File: src/rtl/fetch_ctrl_pkg.sv
// Shared definitions for the fetch sequencer and the 256x8 instruction memory.
//   ADDR_W_DEF / INSTR_W_DEF : default address / instruction widths
//   fetch_state_e            : sequencer state encoding
package fetch_ctrl_pkg;

    localparam int ADDR_W_DEF  = 8;
    localparam int INSTR_W_DEF = 8;

    typedef enum logic [1:0] {
        IDLE  = 2'd0,
        ISSUE = 2'd1,
        WAIT  = 2'd2,
        VALID = 2'd3
    } fetch_state_e;

endpackage

File: src/rtl/fetch_ctrl_if.sv
// Memory + decoder bus of the fetch sequencer.
//   master (fetch_ctrl): drives iAddr, FETCH, instr_out, instr_valid;
//                        receives instr_in, instr_ready, jump_en, jump_addr
//   slave  (memory/decoder side): the mirror image
interface fetch_ctrl_if
    import fetch_ctrl_pkg::*;
#(
    parameter int ADDR_W  = ADDR_W_DEF,
    parameter int INSTR_W = INSTR_W_DEF
) ();

    logic [ADDR_W-1:0]  iAddr;
    logic               FETCH;
    logic [INSTR_W-1:0] instr_in;
    logic [INSTR_W-1:0] instr_out;
    logic               instr_valid;
    logic               instr_ready;
    logic               jump_en;
    logic [ADDR_W-1:0]  jump_addr;

    modport master (
        output iAddr, FETCH, instr_out, instr_valid,
        input  instr_in, instr_ready, jump_en, jump_addr
    );

    modport slave (
        input  iAddr, FETCH, instr_out, instr_valid,
        output instr_in, instr_ready, jump_en, jump_addr
    );

endinterface

File: src/rtl/fetch_ctrl.sv
// Instruction fetch sequencer. Owns the pc, issues one read per instruction to
// a memory that registers its output one clk after FETCH, and hands each
// instruction to the decoder over valid/ready. One instruction per 3 clks.
// Ports:
//   clk, rst_n            clock, asynchronous active-low reset
//   start, halt           begin/resume fetching (IDLE only); stop (highest priority)
//   pc_load, load_addr    load pc (IDLE only)
//   bus                   fetch_ctrl_if.master: memory and decoder handshake
//   busy, done            state != IDLE; program end reached
//   instr_count           accepted-instruction counter (wraps)
// Build option: FETCH_BOUND_EN -- stop with done=1 after accepting the
// instruction at PROG_END (unless it jumps). Without it pc wraps and done=0.
module fetch_ctrl
    import fetch_ctrl_pkg::*;
#(
    parameter int               ADDR_W   = ADDR_W_DEF,
    parameter int               INSTR_W  = INSTR_W_DEF,
    parameter logic [ADDR_W-1:0] RESET_PC = '0,
    parameter logic [ADDR_W-1:0] PROG_END = '1,
    parameter int               CNT_W    = 16
) (
    input  logic              clk,
    input  logic              rst_n,
    input  logic              start,
    input  logic              halt,
    input  logic              pc_load,
    input  logic [ADDR_W-1:0] load_addr,
    fetch_ctrl_if.master      bus,
    output logic              busy,
    output logic              done,
    output logic [CNT_W-1:0]  instr_count
);

    fetch_state_e       state, state_nxt;
    logic [ADDR_W-1:0]  pc, pc_nxt;
    logic [CNT_W-1:0]   cnt_nxt;
    logic               capture;
    logic               done_q, done_nxt;

    always_ff @(posedge clk or negedge rst_n) begin
        if (!rst_n) begin
            state         <= IDLE;
            pc            <= RESET_PC;
            instr_count   <= '0;
            done_q        <= 1'b0;
            bus.instr_out <= '0;
        end else begin
            state       <= state_nxt;
            pc          <= pc_nxt;
            instr_count <= cnt_nxt;
            done_q      <= done_nxt;
            if (capture) bus.instr_out <= bus.instr_in;
        end
    end

    always_comb begin
        state_nxt = state;
        pc_nxt    = pc;
        cnt_nxt   = instr_count;
        done_nxt  = done_q;
        capture   = 1'b0;
        if (halt) begin
            // Drops any in-flight instruction; pc still points at it so a
            // later start refetches the same address.
            state_nxt = IDLE;
        end else begin
            unique case (state)
                IDLE: begin
                    if (pc_load) pc_nxt = load_addr;
                    if (start) begin
                        state_nxt = ISSUE;
                        done_nxt  = 1'b0;
                    end
                end
                ISSUE: state_nxt = WAIT;
                WAIT: begin
                    state_nxt = VALID;
                    capture   = 1'b1;
                end
                VALID: begin
                    if (bus.instr_ready) begin
                        pc_nxt    = bus.jump_en ? bus.jump_addr : pc + 1'b1;
                        cnt_nxt   = instr_count + 1'b1;
                        state_nxt = ISSUE;
`ifdef FETCH_BOUND_EN
                        if (pc == PROG_END && !bus.jump_en) begin
                            state_nxt = IDLE;
                            done_nxt  = 1'b1;
                        end
`endif
                    end
                end
                default: state_nxt = IDLE;
            endcase
        end
    end

    assign bus.iAddr       = pc;
    assign bus.FETCH       = (state == ISSUE);
    assign bus.instr_valid = (state == VALID);
    assign busy            = (state != IDLE);
`ifdef FETCH_BOUND_EN
    assign done = done_q;
`else
    assign done = 1'b0;
`endif

endmodule
File: src/flat_wrapper.sv
// flat-port wrapper written by rule: the top's interface ports become plain ports
module fetch_ctrl_flat import fetch_ctrl_pkg::*;
#(
    parameter int               ADDR_W   = ADDR_W_DEF,
    parameter int               INSTR_W  = INSTR_W_DEF,
    parameter logic [ADDR_W-1:0] RESET_PC = '0,
    parameter logic [ADDR_W-1:0] PROG_END = '1,
    parameter int               CNT_W    = 16
)
  (clk, rst_n, start, halt, pc_load, load_addr, busy, done, instr_count, bus_iAddr, bus_FETCH, bus_instr_out, bus_instr_valid, bus_instr_in, bus_instr_ready, bus_jump_en, bus_jump_addr);
  fetch_ctrl_if #(.ADDR_W(ADDR_W), .INSTR_W(INSTR_W)) bus_i ();
  input  logic clk;
  input  logic rst_n;
  input  logic start;
  input  logic halt;
  input  logic pc_load;
  input  logic [ADDR_W-1:0] load_addr;
  output logic busy;
  output logic done;
  output logic [CNT_W-1:0] instr_count;
  output wire logic [$bits(bus_i.iAddr)-1:0] bus_iAddr;
  output wire logic [$bits(bus_i.FETCH)-1:0] bus_FETCH;
  output wire logic [$bits(bus_i.instr_out)-1:0] bus_instr_out;
  output wire logic [$bits(bus_i.instr_valid)-1:0] bus_instr_valid;
  input wire logic [$bits(bus_i.instr_in)-1:0] bus_instr_in;
  input wire logic [$bits(bus_i.instr_ready)-1:0] bus_instr_ready;
  input wire logic [$bits(bus_i.jump_en)-1:0] bus_jump_en;
  input wire logic [$bits(bus_i.jump_addr)-1:0] bus_jump_addr;
  assign bus_iAddr = bus_i.iAddr;
  assign bus_FETCH = bus_i.FETCH;
  assign bus_instr_out = bus_i.instr_out;
  assign bus_instr_valid = bus_i.instr_valid;
  assign bus_i.instr_in = bus_instr_in;
  assign bus_i.instr_ready = bus_instr_ready;
  assign bus_i.jump_en = bus_jump_en;
  assign bus_i.jump_addr = bus_jump_addr;
  fetch_ctrl #(.ADDR_W(ADDR_W), .INSTR_W(INSTR_W), .RESET_PC(RESET_PC), .PROG_END(PROG_END), .CNT_W(CNT_W)) u_core (.clk(clk), .rst_n(rst_n), .start(start), .halt(halt), .pc_load(pc_load), .load_addr(load_addr), .bus(bus_i), .busy(busy), .done(done), .instr_count(instr_count));
endmodule
File: config.mk
export PLATFORM = sky130hd
export DESIGN_NAME = fetch_ctrl_flat
export DESIGN_NICKNAME = d
export VERILOG_FILES = /design/src/rtl/fetch_ctrl_pkg.sv /design/src/rtl/fetch_ctrl_if.sv /design/src/rtl/fetch_ctrl.sv /design/src/flat_wrapper.sv
export SDC_FILE = /design/constraint.sdc
export NUM_CORES = 1
export LEC_CHECK = 0
export CAP_MARGIN = 0
export CELL_PAD_IN_SITES_DETAIL_PLACEMENT = 0
export CELL_PAD_IN_SITES_GLOBAL_PLACEMENT = 1
export CORE_ASPECT_RATIO = 1.1
export CORE_MARGIN = 3
export CORE_UTILIZATION = 30
export DETAILED_ROUTE_END_ITERATION = 12
export PLACE_DENSITY = 0.77
export RECOVER_POWER = 50
export SYNTH_ARGS = -nofsm -noshare
export SYNTH_HDL_FRONTEND = slang
export SYNTH_SLANG_ARGS = --single-unit
export TNS_END_PERCENT = 20
File: constraint.sdc
create_clock -name clk -period 1.7 [get_ports clk]
set_input_delay 0.17 -clock clk [delete_from_list [all_inputs] [get_ports clk]]
set_output_delay 0.17 -clock clk [all_outputs]
set_load 0.01 [all_outputs]
# --- After elaboration in Yosys (flattened, before gate mapping) ---
# Cells that the tools add are included.
word_totals:
  output_inout_bits: 36
  register_bits: 34
  inputBits: 31
op_classes:
  n_reduce_logical: 6
  n_bitwise: 1
  n_eq_ne: 7
  mux: 10
  n_addsub: 2
op_table:
  columns: ["operator", "n"]
  rows:
  - ["8-bit 2-to-1 mux", 3]
  - ["16-bit by 1-bit adder with 16-bit output (second input constant)", 1]
  - ["8-bit case mux with 2 select lines", 1]
  - ["8-bit by 1-bit adder with 8-bit output (second input constant)", 1]
  - ["2-bit case mux with 4 select lines", 1]
  - ["2-bit 2-to-1 mux", 3]
  - ["2-bit == test (second input constant)", 2]
  - ["4-bit AND reduction", 1]
  - ["2-bit nonzero test", 2]
  - ["3-bit by 2-bit != test with 1-bit output (second input constant)", 1]
  - ["3-bit != test (second input constant)", 1]
  - ["3-bit AND reduction", 1]
  - ["2-bit by 1-bit == test with 1-bit output (second input constant)", 1]
  - ["2-bit zero test", 1]
  - ["1-bit 2-to-1 mux", 2]
  - ["2-bit by 1-bit != test with 1-bit output (second input constant)", 1]
  - ["2-bit != test (second input constant)", 1]
  - ["2-bit AND reduction", 1]
  - ["1-bit inverter", 1]

# --- Longest topological paths before layout ---
# Gate-level depths: netlist (run 1).
logic_depth:
  ltp_word: 4
  mapped_depth: 7
  ltp_nobuf: 6

# --- Least setup slack after synthesis (run 1) ---
# OpenSTA, ideal clock, no wires.
synth_path:
  path_type: "register to register"
  from: "register u_core.state[0]"
  to: "register u_core.pc[6] (netlist: u_core.bus.iAddr[6])"
  n_path_buf: 1
  arrival_ns: 1.561
  setup_ns: 0.127
  path_slack_ns: 0.012
  synth_period_minus_slack_ns: 1.688
  stages_incl_launch_ff: 7
  required_ns: 1.573
  cell_sequence: "dfrtp_1 inv_1 ha_1 nor4b_4 buf_6 mux2i_1 o31ai_1"
synth_via:
  elab_chain_cells: 3
  elab_cells_between_ends: 7
synth_rtl:
  columns: ["item", "line", "rtl"]
  rows:
  - ["start: declaration", "fetch_ctrl.sv:34", "fetch_state_e state, state_nxt;"]
  - ["start signal: assignment", "fetch_ctrl.sv:48", "state <= state_nxt;"]
  - ["2-bit == test / 2-bit zero test (equally long branches)", "fetch_ctrl.sv:67", "unique case (state)"]
  - ["2-bit by 1-bit != test with 1-bit output (no source line) (tied with other cells)", null, null]
  - ["4-bit AND reduction (no source line)", null, null]
  - ["end signal: assignment", "fetch_ctrl.sv:49", "pc <= pc_nxt;"]
  - ["end: declaration", "fetch_ctrl.sv:35", "logic [ADDR_W-1:0] pc, pc_nxt;"]
# Several ways; a longest one is shown, not always the timed one.
# A chain may end at the register's enable or synchronous reset.

# --- Worst setup path after layout (run 1) ---
layout_path:
  from: "register u_core.state[1]"
  to: "register u_core.pc[6] (netlist: u_core.bus.iAddr[6])"
# The elaborated chain is that of the path after synthesis.

==> impl_metrics.json, run 1 <==
{
  "start_util": 0.314,
  "fin_crit_ns": 1.64,
  "path_class": "reg -> reg",
  "ctsHtreeMaxLevel": 2,
  "port_buffers": 65,
  "fp.dieW_um": 80.8,
  "p_per_area_nw_per_um2": 1230,
  "cts_root_buffer": "clkbuf_8",
  "finalCritPeriodShare": 0.965,
  "yosys.area_share.simple": 0.199,
  "maxCapViolCount": 0,
  "r2r_slack_ns": 0.06,
  "syn-num-nets": 200,
  "async_flop_share": 1.00,
  "synth_compound_area_frac": 0.0814,
  "drc": 0,
  "p_leak_nw": 1.28,
  "muxShareOfSynthArea": 0.0990,
  "final_common_cell": "clkdlybuf4s50_1",
  "switching_share": 0.318,
  "slew_viol_final": 0,
  "dieArea_um2": 7130,
  "worstSetupStartpoint": "u_core.state[1]",
  "cp-endpoint": "u_core.bus.iAddr[6]",
  "hold_violations": 0,
  "synth_xor_area_frac": 0.0807,
  "placed_area_um2": 2630,
  "synth_top_family_by_area": "simple AND/OR/NAND/NOR gates",
  "cts_tree": "yes",
  "max_slew_margin": 0.438,
  "diodes": 0,
  "setup_viol": 0,
  "place_inst": 309,
  "core_area_um2": 5880,
  "grt_pass1_wl_um": 6650,
  "gp_congestion": 0.741,
  "viasPerCell": 4.58,
  "combPwrFrac": 0.433,
  "final_cells": 320,
  "drt_iter0_markers": 30,
  "synth_area_um2": 1850,
  "p_int_w": 0.00236,
  "finClkSkew_ns": 0.00338,
  "required_ns": 1.86,
  "fin_nets": 279,
  "ys.flop_type": "dfrtp_1",
  "final_util": 0.479,
  "clk_pin_slew_ns": 0.07,
  "synth.avg_cell_area_um2": 11.3,
  "hold_buffers": 0,
  "wl_per_cell_um": 13.0,
  "yosys_warnings": 0,
  "cts_made_buffers": 5,
  "rsz0062_at_grt": "true",
  "num_vias": 1464,
  "grt_overflow_total": 0,
  "worstPathArrival_ns": 1.80,
  "tns_ns": 0,
  "start_kind": "flop",
  "io_pins": 67,
  "status": "completed",
  "clkSinkCount": 34,
  "r2r_cells": 7,
  "rows": 29,
  "clk_latency_ns": 0.28,
  "r2r_end": "u_core.bus.iAddr[6]",
  "final_cell_mix": "clkdlybuf4s50_1 (61), dfrtp_1 (33), buf_4 (10)",
  "drtPass1Iterations": 4,
  "grt_pass1_vias": 1476,
  "synth_seq_area_share": 0.461,
  "ys_seq_elements": 34,
  "min_path_type": "reg -> reg",
  "area_growth_syn_to_layout_pct": 52.5,
  "drive_above_1_share": 0.206,
  "drt-total-wl_um": 4170,
  "p_clk_frac": 0.201,
  "r2r-start": "u_core.state[1]",
  "antenna_found_initial": 0,
  "pwr-share-seq": 0.366,
  "synth_edf_count": 0,
  "grt_use_total": 0.119,
  "end_kind": "flop",
  "synthesis.instances": 163,
  "die_h_um": 88.3,
  "max_freq_ghz": 0.610,
  "critPathMaxFanout": 5,
  "clockBufferDepth": 2,
  "synth_fa_ha_area_frac": 0.0407,
  "finalInstanceArea_um2": 2810,
  "final_antenna_net_count": 0,
  "ir_worst_vdd_mv": 0.779,
  "worst_pin_slew_ns": 0.842,
  "grt_max_degree": 35,
  "dp_hpwl_um": 3200,
  "synth_cell_types": 40,
  "power.net_switching_w": 0.00110
}
metrics by stage:
stage               hold WS, ns  total power [W]  setup WS (ns)
finish                    0.478          0.00346         0.0593
global route              0.492          0.00370        -0.0247
CTS                       0.310          0.00341        -0.0149
detailed placement        0.475          0.00270        -0.0187
global placement          0.461          0.00268         0.0226
floorplan                -0.126          0.00198         0.0116
power groups by stage:
| stage | Sequential [W] | Clock, W | Combinational (W) |
|---|---|---|---|
| after floorplan | 0.00135 | 0 | 0.000629 |
| after global placement | 0.00128 | 0 | 0.00140 |
| after detailed placement | 0.00128 | 0 | 0.00142 |
| after CTS | 0.00127 | 0.000721 | 0.00142 |
| after global routing | 0.00130 | 0.000756 | 0.00164 |
| final | 0.00126 | 0.000695 | 0.00150 |
worst max-delay path: stages, from the launching register on:
cell     delay [ns]
dfrtp_2        0.42
inv_2          0.07
ha_4           0.15
nor2b_4        0.12
nor4b_4        0.29
buf_6          0.17
mux2i_1        0.21
o31ai_2        0.09
what timing repair did:
item / 4_1_cts / 5_1_grt
cloned: 0 / 1
buffers inserted: 0 / 2
resized for setup: 3 / 15
setup endpoints to repair: 4 / 9
pin swaps: 0 / 2
logic make-up (layout without fill, tap and decap cells):
kind of cell	Yosys count	in the layout
simple gates	52	52
flops	34	34
compound gates	22	22
xor+xnor	17	17
mux	17	17
buf+inv	14	94
fa+ha+maj	6	6
other cells	1	1
per-layer routing:
metal,vias up,GRT usage,share of wire
met5,-,0,0
met4,0,0.0461,0.013
met3,5,0.0244,0.050
met2,35,0.203,0.50
met1,697,0.148,0.44
li1,727,-,-
sequential cells by signal, indices dropped and copies added (netlist names):
name / count
u_core.bus.iAddr: 8
u_core.instr_count: 16
u_core.bus.instr_out: 8
u_core.state: 2
Yosys cell counts (all sizes together) (2+ instances only):
| cell | count | share of area |
|---|---|---|
| nand2 | 7 | 0.016 |
| buf | 4 | 0.016 |
| o21a | 4 | 0.016 |
| nor2 | 5 | 0.010 |
| inv | 9 | 0.018 |
| nand2b | 3 | 0.010 |
| o31ai | 3 | 0.012 |
| o21ai | 6 | 0.016 |
| mux2 | 10 | 0.061 |
| xnor2 | 9 | 0.043 |
| nand4 | 5 | 0.025 |
| mux2i | 7 | 0.038 |
| xor2 | 8 | 0.038 |
| ha | 6 | 0.041 |
| a21oi | 4 | 0.011 |
| nand3 | 7 | 0.022 |
| nand3b | 2 | 0.015 |
| nor3 | 7 | 0.027 |
| o211ai | 2 | 0.0081 |
| o221ai | 2 | 0.013 |
| nor2b | 6 | 0.020 |
| dfrtp | 34 | 0.46 |
| and3 | 5 | 0.017 |
worst min path at each step:
stage / endpoint / from / slack [ns] / cells after the start
detailed placement: u_core.instr_count[15] / u_core.instr_count[15] / 0.48 / 1
CTS: u_core.instr_count[1] / rst_n / 0.31 / 2
global route: u_core.bus.instr_out[6] / bus_instr_in[6] / 0.49 / 2
finish: u_core.instr_count[15] / u_core.instr_count[15] / 0.48 / 1
global placement: u_core.instr_count[15] / u_core.instr_count[15] / 0.46 / 1
floorplan: u_core.bus.iAddr[0] / rst_n / -0.13 / 0
layout make-up:
| type | count | area [um^2] |
|---|---|---|
| Inverter | 9 | 33.8 |
| Multi-Input combinational cell | 115 | 976 |
| Sequential cell | 34 | 852 |
| Tap cell | 77 | 96.3 |
| Clock buffer | 8 | 110 |
| Fill cell | 548 | 3060 |
| Timing Repair Buffer | 77 | 746 |
Power figures use the tool's default switching activity.
==> inputs of run 2 (changes only) <==
--- a/config.mk
+++ b/config.mk
@@ -14,6 +14,8 @@
 export DETAILED_ROUTE_END_ITERATION = 12
 export PLACE_DENSITY = 0.77
 export RECOVER_POWER = 50
+export REMOVE_ABC_BUFFERS = 1
+export SLEW_MARGIN = 20
 export SYNTH_ARGS = -nofsm -noshare
 export SYNTH_HDL_FRONTEND = slang
 export SYNTH_SLANG_ARGS = --single-unit
==> run 2 against run 1 <==
Maximum frequency is essentially flat. First-iteration DRC count rose by 110%. Register-to-register slack about the same. Critical endpoint is now u_core.bus.iAddr[1].
==> impl_metrics.json, run 2 (synthesized netlist as in run 1, its figures left out) <==
{
  "regMostFlops": "u_core.instr_count",
  "drt-total-wl_um": 4070,
  "clockBufferDepth": 2,
  "core_area_um2": 5880,
  "clk_latency_ns": 0.28,
  "multiInputGateArea_um2": 941,
  "finalInstanceArea_um2": 2750,
  "drive_above_1_share": 0.183,
  "cts_root_buffer": "clkbuf_8",
  "end_kind": "flop",
  "total_power_w": 0.00325,
  "fin_crit_ns": 1.64,
  "io_pins": 67,
  "port_buffers": 65,
  "ir_worst_vdd_mv": 0.492,
  "antenna_found_initial": 0,
  "num_vias": 1452,
  "final_cell_mix": "clkdlybuf4s50_1 (49), dfrtp_1 (34), dlygate4sd3_1 (13)",
  "slew_viol_final": 0,
  "rows": 29,
  "final_antenna_net_count": 0,
  "start_kind": "flop",
  "placed_area_um2": 2650,
  "critPathMaxFanout": 13,
  "setup_viol": 0,
  "gp_congestion": 0.822,
  "drtPass1Iterations": 2,
  "diodes": 0,
  "min_path_type": "reg -> reg",
  "maxCapViolCount": 0,
  "worst_pin_slew_ns": 0.814,
  "hold_violations": 0,
  "rsz0062_at_grt": "true",
  "required_ns": 1.86,
  "wl_per_cell_um": 12.8,
  "hold_buffers": 0,
  "dieArea_um2": 7130,
  "drc": 0,
  "clk_pin_slew_ns": 0.07,
  "ff_latch_area_um2": 851,
  "grt_pass1_wl_um": 7080,
  "cts_tree": "yes",
  "post_cts_buffers": 0,
  "max_slew_margin": 0.457,
  "max_freq_ghz": 0.609,
  "area_growth_syn_to_layout_pct": 48.9,
  "worstPathArrival_ns": 1.80,
  "drt_iter0_markers": 62,
  "cts_made_buffers": 5,
  "grt_use_total": 0.126,
  "grt_max_degree": 35,
  "path_class": "reg -> reg",
  "p_leak_nw": 1.24,
  "r2r_slack_ns": 0.06,
  "final_common_cell": "clkdlybuf4s50_1",
  "fillerInstances": 590,
  "ctsHtreeMaxLevel": 2,
  "status": "completed",
  "die_h_um": 88.3,
  "grt_overflow_total": 0,
  "fp.dieW_um": 80.8,
  "dp_hpwl_um": 3240,
  "finalCritPeriodShare": 0.965,
  "finClkSkew_ns": 0.00348,
  "p_per_area_nw_per_um2": 1180,
  "largest_reg_flops": 16,
  "fin_nets": 277,
  "grt_pass1_vias": 1519,
  "viasPerCell": 4.57,
  "clkSinkCount": 34,
  "start_util": 0.314
}
## run 2: worst paths after layout
check	start	cells after the start	end
min in group asynchronous	rst_n	2	u_core.instr_count[13]
hold / removal	u_core.instr_count[15]	1	u_core.instr_count[15]
setup / recovery	u_core.state[0]	6	u_core.bus.iAddr[1]
max in group asynchronous	rst_n	2	u_core.instr_count[11]
hold reg to reg	u_core.instr_count[15]	1	u_core.instr_count[15]
setup reg to reg	u_core.state[0]	6	u_core.bus.iAddr[1]
## run 2: layer usage
metal,GRT usage,routed length [um]
met1,0.155,1690
met2,0.224,2210
met3,0.0275,138
met4,0.0323,32
met5,0,0
## run 2: critical path, cell delays in order (launching register included)
cell	delay (ns)
dfrtp_1	0.39
inv_2	0.07
ha_4	0.16
nor2b_1	0.14
nor4b_4	0.26
buf_12	0.18
mux2_2	0.33
## run 2: final cells by class
class / count / area share
clock buffers: 5 / 0.0250
clock inverters: 3 / 0.00774
inverters: 9 / 0.0123
multi-input cells: 115 / 0.342
flip-flops and latches: 34 / 0.310
well taps: 77 / 0.0351
repair buffers: 75 / 0.268
## run 2: metrics by stage
stage	setup WS, ns	utilization	hold slack (ns)	std cells	setup TNS, ns
after floorplan	-0.318	-	-0.126	158	-2.05
after global placement	0.00795	0.450	0.484	310	0
after detailed placement	-0.0229	0.450	0.495	310	-0.0599
after CTS	0.0138	0.468	0.300	318	0
after global routing	-0.0163	0.467	0.501	318	-0.0218
final	0.0589	0.467	0.500	318	0
## run 2: power breakdown
group | switching [W] | total, W | internal, W
clock network | 0.000289 | 0.000576 | 0.000287
logic | 0.000578 | 0.00141 | 0.000835
registers | 0.000224 | 0.00126 | 0.00104
## run 2: timing repair
item,CTS,global route
pin swaps,0,1
cloned,0,0
gates resized for setup,5,2
endpoints found under the setup margin,5,5
